[src/rtl/match_event_monitor.sv]
// match_event_monitor
// Watches the single-bit match pulse of an upstream sequence detector.
// Keeps a saturating total of matches and raises a sticky alarm when
// THRESH matches land inside one WIN_LEN-edge window opened by a match.
// All outputs are registered; `reset` is asynchronous and active-low,
// `clear` is a synchronous equivalent, and enable=0 freezes everything.

module match_event_monitor #(
  parameter int CNT_W   = 8,
  parameter int WIN_LEN = 16,
  parameter int THRESH  = 3
) (
  input  logic             clk,
  input  logic             reset,
  input  logic             z,
  input  logic             enable,
  input  logic             clear,
  output logic [CNT_W-1:0] total_count,
  output logic [CNT_W-1:0] win_count,
  output logic             alarm,
  output logic             overflow,
  output logic [1:0]       state
);

  typedef enum logic [1:0] {
    IDLE   = 2'd0,
    WINDOW = 2'd1,
    ALARM  = 2'd2
  } state_e;

  // WIN_LEN is at most 255, so an 8-bit edge counter always suffices.
  localparam int TMR_W = 8;
  localparam logic [TMR_W-1:0] TMR_LAST = TMR_W'(WIN_LEN - 1);
  localparam logic [CNT_W:0]   THRESH_W = (CNT_W + 1)'(THRESH);

  state_e             state_q,    state_d;
  logic [CNT_W-1:0]   total_q,    total_d;
  logic [CNT_W-1:0]   win_q,      win_d;
  logic               alarm_q,    alarm_d;
  logic               overflow_q, overflow_d;
  // Number of window edges already consumed; the edge that opens the
  // window counts as the first one, so the last edge sees TMR_LAST.
  logic [TMR_W-1:0]   timer_q,    timer_d;

  logic               win_hit;

  // A match in WINDOW reaches the threshold when win_count+1 == THRESH.
  // One extra bit keeps the comparison exact even if THRESH needs it.
  assign win_hit = (({1'b0, win_q} + (CNT_W + 1)'(1)) == THRESH_W);

  // Next-state and next-output computation for counters, flags and FSM.
  always_comb begin
    // NOTE: every _d starts as its _q so that each path through the
    // branches below assigns it; a missing default would infer a latch.
    state_d    = state_q;
    total_d    = total_q;
    win_d      = win_q;
    alarm_d    = alarm_q;
    overflow_d = overflow_q;
    timer_d    = timer_q;

    if (clear) begin
      state_d    = IDLE;
      total_d    = '0;
      win_d      = '0;
      alarm_d    = 1'b0;
      overflow_d = 1'b0;
      timer_d    = '0;
    end else if (enable) begin
      // Total count runs in every state and saturates at all-ones.
      if (z) begin
        if (&total_q) begin
          overflow_d = 1'b1;
        end else begin
          total_d = total_q + CNT_W'(1);
        end
      end

      unique case (state_q)
        IDLE: begin
          if (z) begin
            win_d = CNT_W'(1);
            if (THRESH == 1) begin
              state_d = ALARM;
              alarm_d = 1'b1;
            end else begin
              state_d = WINDOW;
              timer_d = TMR_W'(1);
            end
          end
        end

        WINDOW: begin
          if (z && win_hit) begin
            // Threshold wins even on the last window edge.
            state_d = ALARM;
            alarm_d = 1'b1;
            win_d   = win_q + CNT_W'(1);
            timer_d = '0;
          end else if (timer_q == TMR_LAST) begin
            state_d = IDLE;
            win_d   = '0;
            timer_d = '0;
          end else begin
            timer_d = timer_q + TMR_W'(1);
            if (z) begin
              win_d = win_q + CNT_W'(1);
            end
          end
        end

        ALARM: begin
          // Absorbing: only clear or reset leave this state.
        end

        default: begin
          // Encoding 3 is never produced; fall back to a clean IDLE.
          state_d = IDLE;
          win_d   = '0;
          timer_d = '0;
        end
      endcase
    end
  end

  // State register with asynchronous active-low reset.
  always_ff @(posedge clk or negedge reset) begin
    if (!reset) begin
      state_q    <= IDLE;
      total_q    <= '0;
      win_q      <= '0;
      alarm_q    <= 1'b0;
      overflow_q <= 1'b0;
      timer_q    <= '0;
    end else begin
      // NOTE: non-blocking assignments so every flop samples the values
      // computed before this edge, independent of statement order.
      state_q    <= state_d;
      total_q    <= total_d;
      win_q      <= win_d;
      alarm_q    <= alarm_d;
      overflow_q <= overflow_d;
      timer_q    <= timer_d;
    end
  end

  assign total_count = total_q;
  assign win_count   = win_q;
  assign alarm       = alarm_q;
  assign overflow    = overflow_q;
  assign state       = state_q;

endmodule

[config.mk]
export PLATFORM = sky130hd
export DESIGN_NAME = match_event_monitor
export DESIGN_NICKNAME = d
export VERILOG_FILES = /design/src/rtl/match_event_monitor.sv
export SDC_FILE = /design/constraint.sdc
export NUM_CORES = 1
export LEC_CHECK = 0
export BUFFER_PORTS_ARGS = -buffer_cell sky130_fd_sc_hd__buf_2
export CAP_MARGIN = 15
export CORE_MARGIN = 5
export CORE_UTILIZATION = 45
export CTS_CLUSTER_DIAMETER = 40
export DETAILED_ROUTE_END_ITERATION = 16
export GPL_ROUTABILITY_DRIVEN = 0
export PLACE_DENSITY = 0.65
export SYNTH_ARGS = -nofsm -noshare
export SYNTH_HDL_FRONTEND = slang
export SYNTH_SLANG_ARGS = --single-unit
[constraint.sdc]
create_clock -name clk -period 3.03 [get_ports clk]
set_input_delay 0.1515 -clock clk [delete_from_list [all_inputs] [get_ports clk]]
set_output_delay 0.1515 -clock clk [all_outputs]
set_load 0.05 [all_outputs]
Yosys cells after proc, flatten, opt, wreduce, memory -nomap -nowiden
Index checks and enable logic that the tools add are counted.
- output and inout port bits: 20
- word-level logic and storage cells: 63
- flip-flop bits (word level): 28
- input bits: 5
- $add $sub $neg: 4
- reduce and logical (&&, ||, !) cells: 14
- eq/ne operators: 9
- multiplexer cells: 30
- operator list (kind ; number):
    $mux 8 ; 14
    $pmux 8 s3 ; 2
    $add 8x1->8 const B ; 3
    $reduce_and 3->1 ; 4
    $mux 2 ; 5
    $reduce_bool 2->1 ; 5
    $add 8x1->9 const B ; 1
    $eq 9x2->1 const B ; 1
    $eq 8x4->1 const B ; 1
    $mux 1 ; 8
    $reduce_and 4->1 ; 2
    $reduce_and 8->1 ; 1
    $pmux 2 s3 ; 1
    $ne 5x5->1 const B ; 1
    $ne 2x2->1 const B ; 2
    $ne 4x4->1 const B ; 1
    $ne 3x3->1 const B ; 1
    $eq 2x1->1 const B ; 1
    $eq 2x2->1 const B ; 1
    $logic_not 2->1 ; 1
    $logic_and 1x1->1 ; 1

Longest topological paths before layout
- word-level depth: 7
- mapped depth: 7
- gate-level depth less buffers: 6

Least setup slack after synthesis
Ideal clock, no wire load.
- kind: reg-to-reg
- start: reg win_q[0] (netlist: win_count[0])
- end: reg state_q[0] (netlist: state[0])
- clock period less this slack: 2.369 ns
- data required time: 2.906 ns
- path buffers: 1
- slack: 0.661 ns
- library setup time: 0.124 ns
- arrival time: 2.245 ns
- stages on the path, launching flop included: 8
- path through: dfrtp_1 ha_1 and3_4 nand4b_1 a2111oi_4 buf_6 nor2_2 a211o_1
- cells in the longest elaborated chain, start to end: 7
- elaborated cells between the ends (all ways): 9
- classes of those cells: add/sub (1); eq/ne (2); mux (4); reduce/logical (2)
- RTL lines (element ; RTL line ; text):
    start, declared ; 38 ; logic [CNT_W-1:0] win_q, win_d;
    start signal, assigned ; 140 ; win_q <= win_d;
    $add 8x1->9 * ; 49 ; assign win_hit = (({1'b0, win_q} + (CNT_W + 1)'(1)) == THRESH_W);
    $eq 9x2->1 * ; 49 ;
    $logic_and 1x1->1 * ; 94 ; if (z && win_hit) begin
    $mux 2 ; 94 ;
    $pmux 2 s3 ; 79 ; unique case (state_q)
    $mux 2 ; 69 ; end else if (enable) begin
    $mux 2 ; 62 ; if (clear) begin
    end signal, assigned ; 138 ; state_q <= state_d;
    end, declared ; 36 ; state_e state_q, state_d;
Mark *: on every way between the ends. The rest lies on a longest branch, timed or not. The select of a mux whose other input is x is not followed.
A chain may end at the register's enable or synchronous reset.

Final worst setup path
- start: reg win_q[0] (netlist: win_count[0])
- end: reg timer_q[7]
- cells in the longest elaborated chain, start to end: 7
- RTL lines (element ; RTL line ; text):
    $add 8x1->9 ; 49 ;
    $eq 9x2->1 ; 49 ;
    $logic_and 1x1->1 ; 94 ;
    $mux 8 ; 94 ;
    $pmux 8 s3 ; 79 ;
    $mux 8 ; 69 ;
    $mux 8 ; 62 ;
    end signal, assigned ; 143 ; timer_q <= timer_d;
    end, declared ; 43 ; logic [TMR_W-1:0] timer_q, timer_d;
Every way passes these cells. The select of a mux whose other input is x is not followed.

==> flow_metrics.tcl <==
set metrics [dict create \
    stages_on_worst_setup_path 6 \
    final_min_period_over_clock_period_pct 82.8 \
    nNetsFinal 211 \
    postCtsSetupRepairBufs 0 \
    grt_start_max_net_pins 29 \
    clk_latency_ns 0.28 \
    antenna_cells_inserted 0 \
    fin_worst_hold_slack_ns 0.241 \
    worst-setup-path-type "reg2reg" \
    ys_top_cells_by_count "dfrtp_1 (28), nor2_1 (25), nand2_1 (12), nor3_1 (12)" \
    setup.worst_path.end "timer_q[7]$_DFFE_PN0P_" \
    status "complete, no violations" \
    detailed_place_hpwl_mm 2.68 \
    grt_util_all_layers_pct 15.8 \
    finalHoldViolations 0 \
    cap_violations 0 \
    reg2regPathDepth 6 \
    layout-area-overhead-vs-synth_pct 10.7 \
    max_freq_ghz 0.398 \
    synth_top_area_share_pct 40.4 \
    synthesis.instances 180 \
    post_synth_mux_area_share_pct 4.61 \
    die-area_um2 5200 \
    clock-sinks 28 \
    clk_root_buffer_cell "clkbuf_8" \
    port_buffers 24 \
    reg2reg_from "win_count[0]$_DFFE_PN0P_" \
    synth_xor_xnor_area_share_pct 4.54 \
    ys.flop_type "dfrtp_1" \
    finClkSkew_ns 0.00871 \
    fin_tns_setup_ns 0 \
    timing.critical_path.buf_inv 0 \
    synth-seq-cells 28 \
    largest_family_of_logic_cells_by_synthesized_area "simple AND/OR/NAND/NOR gates" \
    tightest_slew_ns 1.08 \
    remaining_drc_errors 0 \
    worst_case_headroom_to_the_max_slew_limit_pct 28.0 \
    syn-num-nets 189 \
    critical_path.reg2reg.endpoint "timer_q[7]$_DFFE_PN0P_" \
    largest_voltage_drop_on_the_vdd_net_v 0.000303 \
    fillCellCount 348 \
    detailroute.via_count 1454 \
    wirelength_mm 3.76 \
    global_route_wire_length_before_repair_mm 6.69 \
    design.core.area_um2 3690 \
    tritoncts "built" \
    worstSetupStartpoint "win_count[0]$_DFFE_PN0P_" \
    setup-violations-final 0 \
    critPathRequiredTime_ns 3.19 \
    critical_path.max_fanout 13 \
    p_leak_nw 0.865 \
    final-instance-count-excl-fill 249 \
    grt_setup_unrepaired "no" \
    htree_num_levels 1 \
    placed_cells 244 \
    ys_top_cells_by_area "dfrtp_1 (40%), nor2_1 (5.4%), mux2i_1 (4.6%)" \
    count_of_different_cell_masters_after_synthesis 47 \
    cpMaxStageDelayCell "a2111oi_4" \
    initial_utilization_pct 47.0 \
    vertical_extent_of_the_die_um 72.1 \
    synth-edff-count 0 \
    worstSetupStartpointType "flip-flop" \
    vias_per_std_cell 5.84 \
    fp_rows 22 \
    end_kind "flip-flop" \
    synth_most_common_cell "dfrtp_1" \
    crit_path_max_incr_delay_ns 0.80 \
    grt_antenna_before_repair 0 \
    syn-cell-area_um2 1740 \
    die_width_um 72.1 \
    avg_synthesized_cell_area_um2 9.64 \
    yosys.area_share.adder_pct 2.88 \
    cts_made_buffers 3 \
    synth-async-reset-ratio_pct 100 \
    crit_family "compound AO/OA/AOI/OAI gates" \
    basic_gate_share_of_the_synthesized_area_counting_and_or_nand_and_nor_cells_pct 26.5 \
    final_antenna_net_count 0 \
    timing.critical_path.cells "ha_1 > and3_4 > a21o_1 > a2111oi_4 > nor3_1 > a22o_1" \
    max-clock-path-buffers 2 \
    netlist.top_cell.by_area "dfrtp_1" \
    seq_area_frac_synth_pct 40.4 \
    power_density_nw_per_um2 424 \
    timing.final.crit_period_ns 2.51 \
    number_of_resized_instances_in_the_post_cts_repair_step 0 \
    min-delay-path-class "in2reg" \
    maxSlewViolCount 0 \
    grt_pass1_vias 1379 \
    r2r_setup_slack_ns 0.52 \
    detailedRoute.firstPassIterationCount 4 \
    io_pins 25 \
    yosys_warnings 0 \
    grt-ovfl-total 0 \
    critical_path_arrival_ns 2.67 \
    synth-compound-area-share_pct 16.9 \
    clkSlewWorstSetupHoldPaths_ns 0.10 \
    drt-wirelength-per-cell_um 15.1 \
    final_layout_size_suffix_gt1_share_pct 18.4 \
    detail_route.iter0.violations 70 \
]
## timing repair
action	CTS	global route
hold buffers	1	0
endpoints found under the setup margin	0	0
endpoints found under the hold margin	28	0
## routing by layer
| metal | track usage (%) | wire [µm] | vias to the layer above |
|---|---|---|---|
| met1 | 22.4 | 1880 | 719 |
| met4 | 4.38 | 22 | 0 |
| met2 | 25.2 | 1750 | 23 |
| li1 | - | - | 710 |
| met5 | 0 | 0 | - |
| met3 | 2.22 | 104 | 2 |
## state kept, by name, indices dropped and copies added (netlist names)
signal       count
timer_q          8
total_count      8
win_count        8
state            2
alarm            1
overflow         1
## stage by stage
stage	utilization (%)	power, mW	worst slack (ns)	area (µm²)
floorplan	-	0.543	0.661	1740
global placement	50.3	0.585	0.638	1860
detailed placement	50.3	0.589	0.542	1860
CTS	52.1	0.824	0.538	1920
global route	52.1	0.858	0.321	1920
finish	52.1	0.815	0.520	1920
## cell families (layout without fill, tap and decap cells)
family                     after synthesis  after routing
AOI/OAI and AO/OA                       34             34
xor gates and xnor gates                 9              9
adders and majority gates                4              4
buffers and inverters                   11             32
DFF                                     28             28
muxes                                    8              8
and+or+nand+nor                         86             86
## worst register-to-register path, stage by stage (launching register included)
cell and delay (ns):
dfrtp_1 0.47, ha_1 0.29, and3_4 0.21, a21o_1 0.20, a2111oi_4 0.80, nor3_1 0.18
a22o_1 0.25
## where the power goes
| part | switching, mW | leakage [nW] | total, mW | internal (mW) |
|---|---|---|---|---|
| Clock | 0.117 | 0.0288 | 0.233 | 0.116 |
| Combinational | 0.114 | 0.450 | 0.171 | 0.0569 |
| Sequential | 0.0247 | 0.387 | 0.412 | 0.387 |
| Total | 0.255 | 0.865 | 0.815 | 0.560 |
## cells in the final DEF, fill, tap and decap left out, types with 2 or more instances in the layout
cell type	count
a21oi_1	4
buf_2	24
and2_1	3
xor2_1	4
clkbuf_8	4
nor2b_1	2
nand4b_1	2
a31oi_1	2
nor3_1	12
mux2i_1	8
ha_1	4
a41oi_1	2
nor2_1	25
xnor2_1	5
a211oi_1	2
o31ai_1	8
dfrtp_1	28
and3_1	3
a21o_1	2
nand4_1	5
nand3b_1	3
nand2_1	12
and3_4	2
a22o_1	4
nor4_1	2
nand3_1	8
## cell type report
| cell class | count | area (µm²) | share of cell area, % |
|---|---|---|---|
| inverters | 2 | 7.51 | 0.391 |
| flip-flops and latches | 28 | 701 | 36.5 |
| multi-input cells | 141 | 961 | 50.0 |
| clock buffers | 4 | 55.1 | 2.86 |
| well taps | 48 | 60.1 | 3.13 |
| repair buffers | 26 | 138 | 7.16 |
## worst min path at each step
stage	from	end	slack, ns	depth (start not counted)
6_report	enable	alarm$_DFFE_PN0P_	0.24	3
5_1_grt	clear	total_count[3]$_DFFE_PN0P_	0.27	2
4_1_cts	enable	alarm$_DFFE_PN0P_	0.25	3
3_5_place_dp	reset	win_count[5]$_DFFE_PN0P_	0.22	1
3_3_place_gp	reset	win_count[5]$_DFFE_PN0P_	0.20	1
2_1_floorplan	reset	alarm$_DFFE_PN0P_	-0.14	0
Power figures use the tool's default switching activity.
